[src/rtl/fruit_pkg.sv]
// Shared constants, palette and state encoding for the fruit renderer.
package fruit_pkg;

  localparam int SCREEN_W   = 160;
  localparam int SCREEN_H   = 120;
  localparam int FRUIT_SIZE = 16;
  localparam int FALL_STEP  = 2;
  localparam int X_RANGE    = SCREEN_W - FRUIT_SIZE;

  localparam logic [23:0] BG_COLOUR    = 24'h2E1A0E;
  localparam logic [23:0] START_COLOUR = 24'h102040;
  localparam logic [23:0] OVER_COLOUR  = 24'h400000;

  localparam logic [7:0] LFSR_SEED     = 8'hA5;
  localparam logic [7:0] FRUIT_X_START = 8'd72;

  typedef enum logic [2:0] {
    ST_IDLE,
    ST_BG_SWEEP,
    ST_FRUIT_SWEEP,
    ST_BG_DONE,
    ST_FRUIT_DONE
  } state_e;

  typedef enum logic [1:0] {
    BG_GAME,
    BG_START,
    BG_OVER
  } bg_sel_e;

  // Fruit palette: red, orange, green, yellow.
  function automatic logic [23:0] palette(input logic [1:0] idx);
    case (idx)
      2'd0:    palette = 24'hFF0000;
      2'd1:    palette = 24'hFF8000;
      2'd2:    palette = 24'h00FF00;
      default: palette = 24'hFFFF00;
    endcase
  endfunction

endpackage

[src/rtl/fruit_renderer_pixel_sweeper.sv]
// Raster counter: walks (col,row) over width x height, column fastest.
module pixel_sweeper (
  input  logic       clk_i,
  input  logic       rst_i,
  input  logic       clear_i,
  input  logic       step_i,
  input  logic [7:0] width_i,
  input  logic [6:0] height_i,
  output logic [7:0] col_o,
  output logic [6:0] row_o,
  output logic       last_o
);

  logic [7:0] col_q, col_d;
  logic [6:0] row_q, row_d;
  logic       col_last, row_last;

  assign col_last = (col_q == width_i - 8'd1);
  assign row_last = (row_q == height_i - 7'd1);
  assign last_o   = col_last && row_last;
  assign col_o    = col_q;
  assign row_o    = row_q;

  always_comb begin
    col_d = col_q;
    row_d = row_q;
    if (clear_i) begin
      col_d = '0;
      row_d = '0;
    end else if (step_i) begin
      if (col_last) begin
        col_d = '0;
        row_d = row_last ? 7'd0 : row_q + 7'd1;
      end else begin
        col_d = col_q + 8'd1;
      end
    end
  end

  always_ff @(posedge clk_i) begin
    if (rst_i) begin
      col_q <= '0;
      row_q <= '0;
    end else begin
      col_q <= col_d;
      row_q <= row_d;
    end
  end

endmodule

[src/rtl/fruit_renderer.sv]
// Fruit position/colour datapath and background/sprite pixel engine feeding the VGA adapter.
module fruit_renderer
  import fruit_pkg::*;
(
  input  logic        clock,
  input  logic        reset,
  input  logic        new_fruit,
  input  logic        move_fruit,
  input  logic        draw_fruit,
  input  logic        draw_background,
  input  logic        draw_start_background,
  input  logic        draw_gameover_background,
  output logic [7:0]  fruit_x_position,
  output logic [6:0]  fruit_y_position,
  output logic [23:0] fruit_colour,
  output logic        fruit_drawn,
  output logic        background_drawn,
  output logic [7:0]  vga_x,
  output logic [6:0]  vga_y,
  output logic [23:0] vga_colour,
  output logic        vga_plot
);

  state_e      state_q, state_d;
  bg_sel_e     bg_sel_q, bg_sel_d;
  logic [7:0]  lfsr_q, lfsr_d;
  logic [7:0]  fx_q, fx_d;
  logic [6:0]  fy_q, fy_d;
  logic [23:0] fcol_q, fcol_d;
  logic [7:0]  spr_x_q, spr_x_d;
  logic [6:0]  spr_y_q, spr_y_d;
  logic [23:0] spr_col_q, spr_col_d;
  logic [23:0] bg_col_q, bg_col_d;
  logic [7:0]  vx_q, vx_d;
  logic [6:0]  vy_q, vy_d;
  logic [23:0] vcol_q, vcol_d;
  logic        plot_q, plot_d;
  logic        bg_done_q, bg_done_d;
  logic        fr_done_q, fr_done_d;

  logic [7:0]  col;
  logic [6:0]  row;
  logic        last;
  logic        fruit_sweep;
  logic        sel_req;
  logic [7:0]  x_mod;
  logic [7:0]  y_sum;
  logic [8:0]  px;
  logic [7:0]  py;
  logic        corner;

  assign fruit_sweep = (state_q == ST_FRUIT_SWEEP);

  pixel_sweeper u_sweeper (
    .clk_i    (clock),
    .rst_i    (reset),
    .clear_i  (state_q == ST_IDLE),
    .step_i   ((state_q == ST_BG_SWEEP) || fruit_sweep),
    .width_i  (fruit_sweep ? 8'(FRUIT_SIZE) : 8'(SCREEN_W)),
    .height_i (fruit_sweep ? 7'(FRUIT_SIZE) : 7'(SCREEN_H)),
    .col_o    (col),
    .row_o    (row),
    .last_o   (last)
  );

  // Position, colour and LFSR update; runs independently of the drawing FSM.
  always_comb begin
    lfsr_d = {lfsr_q[6:0], lfsr_q[7] ^ lfsr_q[5] ^ lfsr_q[4] ^ lfsr_q[3]};
    x_mod  = (lfsr_q >= 8'(X_RANGE)) ? lfsr_q - 8'(X_RANGE) : lfsr_q;
    y_sum  = {1'b0, fy_q} + 8'(FALL_STEP);
    fx_d   = fx_q;
    fy_d   = fy_q;
    fcol_d = fcol_q;
    if (move_fruit) begin
      fy_d = (y_sum > 8'(SCREEN_H - 1)) ? 7'(SCREEN_H - 1) : y_sum[6:0];
    end else if (new_fruit) begin
      fx_d   = x_mod;
      fy_d   = '0;
      fcol_d = palette(lfsr_q[1:0]);
    end
  end

  always_comb begin
    case (bg_sel_q)
      BG_START: sel_req = draw_start_background;
      BG_OVER:  sel_req = draw_gameover_background;
      default:  sel_req = draw_background;
    endcase
    px     = {1'b0, spr_x_q} + {1'b0, col};
    py     = {1'b0, spr_y_q} + {1'b0, row};
    corner = (col == 8'd0 || col == 8'(FRUIT_SIZE - 1)) &&
             (row == 7'd0 || row == 7'(FRUIT_SIZE - 1));
  end

  always_comb begin
    state_d   = state_q;
    bg_sel_d  = bg_sel_q;
    bg_col_d  = bg_col_q;
    spr_x_d   = spr_x_q;
    spr_y_d   = spr_y_q;
    spr_col_d = spr_col_q;
    vx_d      = vx_q;
    vy_d      = vy_q;
    vcol_d    = vcol_q;
    plot_d    = 1'b0;
    bg_done_d = 1'b0;
    fr_done_d = 1'b0;
    case (state_q)
      ST_IDLE: begin
        if (draw_start_background) begin
          state_d  = ST_BG_SWEEP;
          bg_sel_d = BG_START;
          bg_col_d = START_COLOUR;
        end else if (draw_gameover_background) begin
          state_d  = ST_BG_SWEEP;
          bg_sel_d = BG_OVER;
          bg_col_d = OVER_COLOUR;
        end else if (draw_background) begin
          state_d  = ST_BG_SWEEP;
          bg_sel_d = BG_GAME;
          bg_col_d = BG_COLOUR;
        end else if (draw_fruit) begin
          state_d   = ST_FRUIT_SWEEP;
          spr_x_d   = fx_q;
          spr_y_d   = fy_q;
          spr_col_d = fcol_q;
        end
      end
      ST_BG_SWEEP: begin
        if (!sel_req) begin
          state_d = ST_IDLE;
        end else begin
          plot_d = 1'b1;
          vx_d   = col;
          vy_d   = row;
          vcol_d = bg_col_q;
          if (last) state_d = ST_BG_DONE;
        end
      end
      ST_FRUIT_SWEEP: begin
        if (!draw_fruit) begin
          state_d = ST_IDLE;
        end else begin
          // Off-screen pixels are skipped but still consume a count.
          plot_d = (px < 9'(SCREEN_W)) && (py < 8'(SCREEN_H));
          vx_d   = px[7:0];
          vy_d   = py[6:0];
          vcol_d = corner ? BG_COLOUR : spr_col_q;
          if (last) state_d = ST_FRUIT_DONE;
        end
      end
      ST_BG_DONE: begin
        if (sel_req) bg_done_d = 1'b1;
        else         state_d   = ST_IDLE;
      end
      ST_FRUIT_DONE: begin
        if (draw_fruit) fr_done_d = 1'b1;
        else            state_d   = ST_IDLE;
      end
      default: state_d = ST_IDLE;
    endcase
  end

  always_ff @(posedge clock) begin
    if (reset) begin
      state_q   <= ST_IDLE;
      bg_sel_q  <= BG_GAME;
      bg_col_q  <= BG_COLOUR;
      lfsr_q    <= LFSR_SEED;
      fx_q      <= FRUIT_X_START;
      fy_q      <= '0;
      fcol_q    <= palette(2'd0);
      spr_x_q   <= '0;
      spr_y_q   <= '0;
      spr_col_q <= '0;
      vx_q      <= '0;
      vy_q      <= '0;
      vcol_q    <= '0;
      plot_q    <= 1'b0;
      bg_done_q <= 1'b0;
      fr_done_q <= 1'b0;
    end else begin
      state_q   <= state_d;
      bg_sel_q  <= bg_sel_d;
      bg_col_q  <= bg_col_d;
      lfsr_q    <= lfsr_d;
      fx_q      <= fx_d;
      fy_q      <= fy_d;
      fcol_q    <= fcol_d;
      spr_x_q   <= spr_x_d;
      spr_y_q   <= spr_y_d;
      spr_col_q <= spr_col_d;
      vx_q      <= vx_d;
      vy_q      <= vy_d;
      vcol_q    <= vcol_d;
      plot_q    <= plot_d;
      bg_done_q <= bg_done_d;
      fr_done_q <= fr_done_d;
    end
  end

  assign fruit_x_position = fx_q;
  assign fruit_y_position = fy_q;
  assign fruit_colour     = fcol_q;
  assign fruit_drawn      = fr_done_q;
  assign background_drawn = bg_done_q;
  assign vga_x            = vx_q;
  assign vga_y            = vy_q;
  assign vga_colour       = vcol_q;
  assign vga_plot         = plot_q;

endmodule
[config.mk]
export PLATFORM = sky130hd
export DESIGN_NAME = fruit_renderer
export DESIGN_NICKNAME = d
export VERILOG_FILES = /design/src/rtl/fruit_pkg.sv /design/src/rtl/fruit_renderer_pixel_sweeper.sv /design/src/rtl/fruit_renderer.sv
export SDC_FILE = /design/constraint.sdc
export NUM_CORES = 1
export LEC_CHECK = 0
export ABC_AREA = 0
export CORE_UTILIZATION = 30
export DETAILED_ROUTE_END_ITERATION = 7
export SLEW_MARGIN = 25
export SYNTH_ARGS = -nofsm -noshare
export SYNTH_HDL_FRONTEND = slang
export SYNTH_HIERARCHICAL = 1
export SYNTH_SLANG_ARGS = --single-unit
export TNS_END_PERCENT = 20
[constraint.sdc]
create_clock -name clock -period 4.1 [get_ports clock]
set_clock_uncertainty 0.05 [all_clocks]
set_input_delay 0.82 -clock clock [delete_from_list [all_inputs] [get_ports clock]]
set_output_delay 0.82 -clock clock [all_outputs]
set_load 0.05 [all_outputs]
==> flow_summary.json <==
{
  "place_congestion": 0.878,
  "core_um2": 18000,
  "peakVddDrop_uv": 266,
  "synthMuxAreaShare_pct": 0.181,
  "holdWs_ns": 0.411,
  "cp_cell_sequence": "nand2b_4, or2_4, clkinv_1, xor2_1, o21bai_1, a31oi_1, o2111ai_1, or4_1, o211ai_1",
  "grt_pass1_wl_mm": 22.9,
  "dpl.cell_count": 986,
  "final_hold_viol_count": 0,
  "synth-seq-cells": 93,
  "min_period_ns": 3.16,
  "ant_nets": 0,
  "post_drt_via_cell_ratio": 4.93,
  "status": "finished clean",
  "cts.clk_slew.worst_paths_ns": 0.07,
  "cp-start-kind": "flip-flop",
  "multi_input_area_um2": 3400,
  "synth_flop_cell": "dfxtp_1",
  "cts_root_buf": "clkbuf_16",
  "crit_path_top_delay_cell": "or4_1",
  "die-area_um2": 19000,
  "timing.rr.start": "state_q[2]",
  "worst-path-max-fanout": 11,
  "min_from": "vga_y[2]",
  "slew_violations": 0,
  "synth_top_family_by_area": "simple AND/OR/NAND/NOR gates",
  "first_iter_violations": 423,
  "ctsHtreeMaxLevel": 3,
  "numClockSinks": 93,
  "synth_fa_ha_area_share_pct": 6.14,
  "postCtsSetupBuffers": 0,
  "rsz0062_at_grt": "false",
  "end_kind": "flip-flop",
  "crit_type": "reg -> reg",
  "p_leak_nw": 2.50,
  "finalSetupViolCount": 0,
  "synth_async_sr_flop_share_pct": 0,
  "p_per_area_nw_per_um2": 385,
  "fmax_mhz": 317,
  "whs_endpoint": "vga_y[2]",
  "hpwl_mm": 10.6,
  "routed_wl_mm": 14.3,
  "drive_gt1_share_pct": 5.95,
  "drt_first_pass_iters": 5,
  "dr_total_vias": 4938,
  "num-fill-cells": 1885,
  "max-slew-margin-rel_pct": 48.8,
  "track_usage_pct": 15.6,
  "crit_required_ns": 4.33,
  "critPathArrivalTime_ns": 3.38,
  "synth_xor_area_share_pct": 5.73,
  "postCtsResizedCells": 0,
  "numCtsBuffers": 9,
  "layout_commonest_cell": "nand2_1",
  "avgSynthCellArea_um2": 8.11,
  "antenna_found_initial": 0,
  "final_cell_mix": "nand2_1 (103), dfxtp_1 (93), clkdlybuf4s50_1 (75), conb_1 (59), a21oi_1 (53)",
  "diodes": 0,
  "slowest_delay_ns": 0.61,
  "fin_nets": 802,
  "area.growth.synth_to_final_pct": 21.4,
  "start_util_pct": 30.8,
  "seq_area_um2": 1860,
  "ys_warn_count": 6,
  "min_period_over_period_pct": 77.0,
  "tightest_slew_ns": 0.767,
  "wl_per_cell_um": 14.3,
  "clockBufferDepth": 2,
  "yosys.area_share.simple_pct": 24.5,
  "netlist_area_um2": 5550,
  "num_rows": 49,
  "setup_tns_ns": 0,
  "drc": 0,
  "r2r_setup_slack_ns": 0.94,
  "hp-class": "reg -> reg",
  "final_cells": 1002,
  "grt_max_degree": 66,
  "clk_latency_ns": 0.35,
  "dp_slack_ns": 0.991,
  "synth_compound_area_share_pct": 20.8,
  "grt-ovfl-total": 0,
  "die_x_um": 138,
  "cap_violations": 0,
  "r2r-end": "u_sweeper/row_o[5]",
  "cts_tree": "built",
  "synth_edf_count": 0,
  "die_h_um": 138,
  "hold_buffers": 0,
  "hold_depth": 2,
  "grt_pass1_vias": 4392,
  "timing.final.ws_setup_ns": 0.943,
  "synth_cells": 684,
  "synthDistinctLibCells": 79,
  "reg2reg_depth": 9,
  "io_buffers": 76,
  "ioPinCount": 89,
  "ys_seq_area_share_pct": 33.6
}
==> worst max path at each step <==
| stage | start | cells past startpoint | slack [ns] | end |
|---|---|---|---|---|
| floorplan | state_q[0] | 11 | 1.03 | u_sweeper/row_o[3] |
| global placement | state_q[2] | 9 | 1.07 | u_sweeper/row_o[4] |
| detailed placement | state_q[2] | 9 | 0.99 | u_sweeper/row_o[5] |
| CTS | state_q[2] | 9 | 0.98 | u_sweeper/row_o[5] |
| global route | state_q[2] | 9 | 0.63 | u_sweeper/row_o[4] |
| finish | state_q[2] | 9 | 0.94 | u_sweeper/row_o[5] |
==> stage by stage <==
step                      utilization [%]  power, W  instance area (um^2)
after floorplan                         -   0.00163                  5760
after global placement               35.8   0.00182                  6450
after detailed placement             35.8   0.00182                  6450
after CTS                            37.3   0.00262                  6730
after global routing                 37.3   0.00273                  6730
final                                37.3   0.00259                  6730
==> cell usage after synthesis (all sizes together) (12+ instances only) <==
cell type	n	area (um^2)
nand2	103	387
o211ai	16	125
dfxtp	93	1860
nor3	19	105
nor2	46	173
a311oi	12	111
buf	47	330
a21oi	53	265
nand3	15	75.1
ha	24	300
o21ai	19	95.1
clkbuf	21	78.8
xnor2	20	175
inv	22	82.6
a21o	12	90.1
==> logic make-up after synthesis <==
family | count (synthesis)
muxes | 1
adders and majority gates | 26
buffers and inverters | 91
AOI/OAI and AO/OA | 168
DFF | 93
xor gates and xnor gates | 33
and+or+nand+nor | 270
other | 2
==> flip-flops by register name, indices dropped and copies added, names as in the netlist <==
signal	count
bg_col_q	1
spr_y_q	7
vga_x	8
vga_plot	1
lfsr_q	8
fruit_drawn	1
vga_colour	10
state_q	3
bg_sel_q	2
spr_x_q	8
u_sweeper/row_o	7
spr_col_q	3
fruit_colour	3
background_drawn	1
fruit_x_position	8
u_sweeper/col_o	8
vga_y	7
fruit_y_position	7
==> layout make-up <==
type	instances	area share (%)
Clock inverter	5	0.632
Tap cell	229	4.26
Inverter	23	1.28
Multi-Input combinational cell	557	50.6
Clock buffer	11	3.46
Sequential cell	93	27.7
Timing Repair Buffer	84	12.1
==> layer usage <==
layer  track usage (%)  part of all wire, %  vias up
met5                 0                    0        -
met4              5.50                  1.4        0
met3              2.96                  4.0       11
met2              24.7                   45      104
met1              21.1                   49     2295
li1                  -                    -     2528
==> power breakdown <==
part           internal (W)  switching [W]  total (W)
Sequential         0.000971      0.0000627    0.00103
Clock              0.000418       0.000374   0.000793
Combinational      0.000246       0.000521   0.000767
Total               0.00164       0.000958    0.00259
==> critical path: cells and delay by family (launching register included) <==
kind                   cells  cell delay [ns]
AO/OA/AOI/OAI              4             0.93
AND/OR/NAND/NOR            3             0.93
flip-flops                 1             0.51
XOR/XNOR                   1             0.36
buffers and inverters      1             0.30
Note: power is estimated with default switching activity, not from simulation.
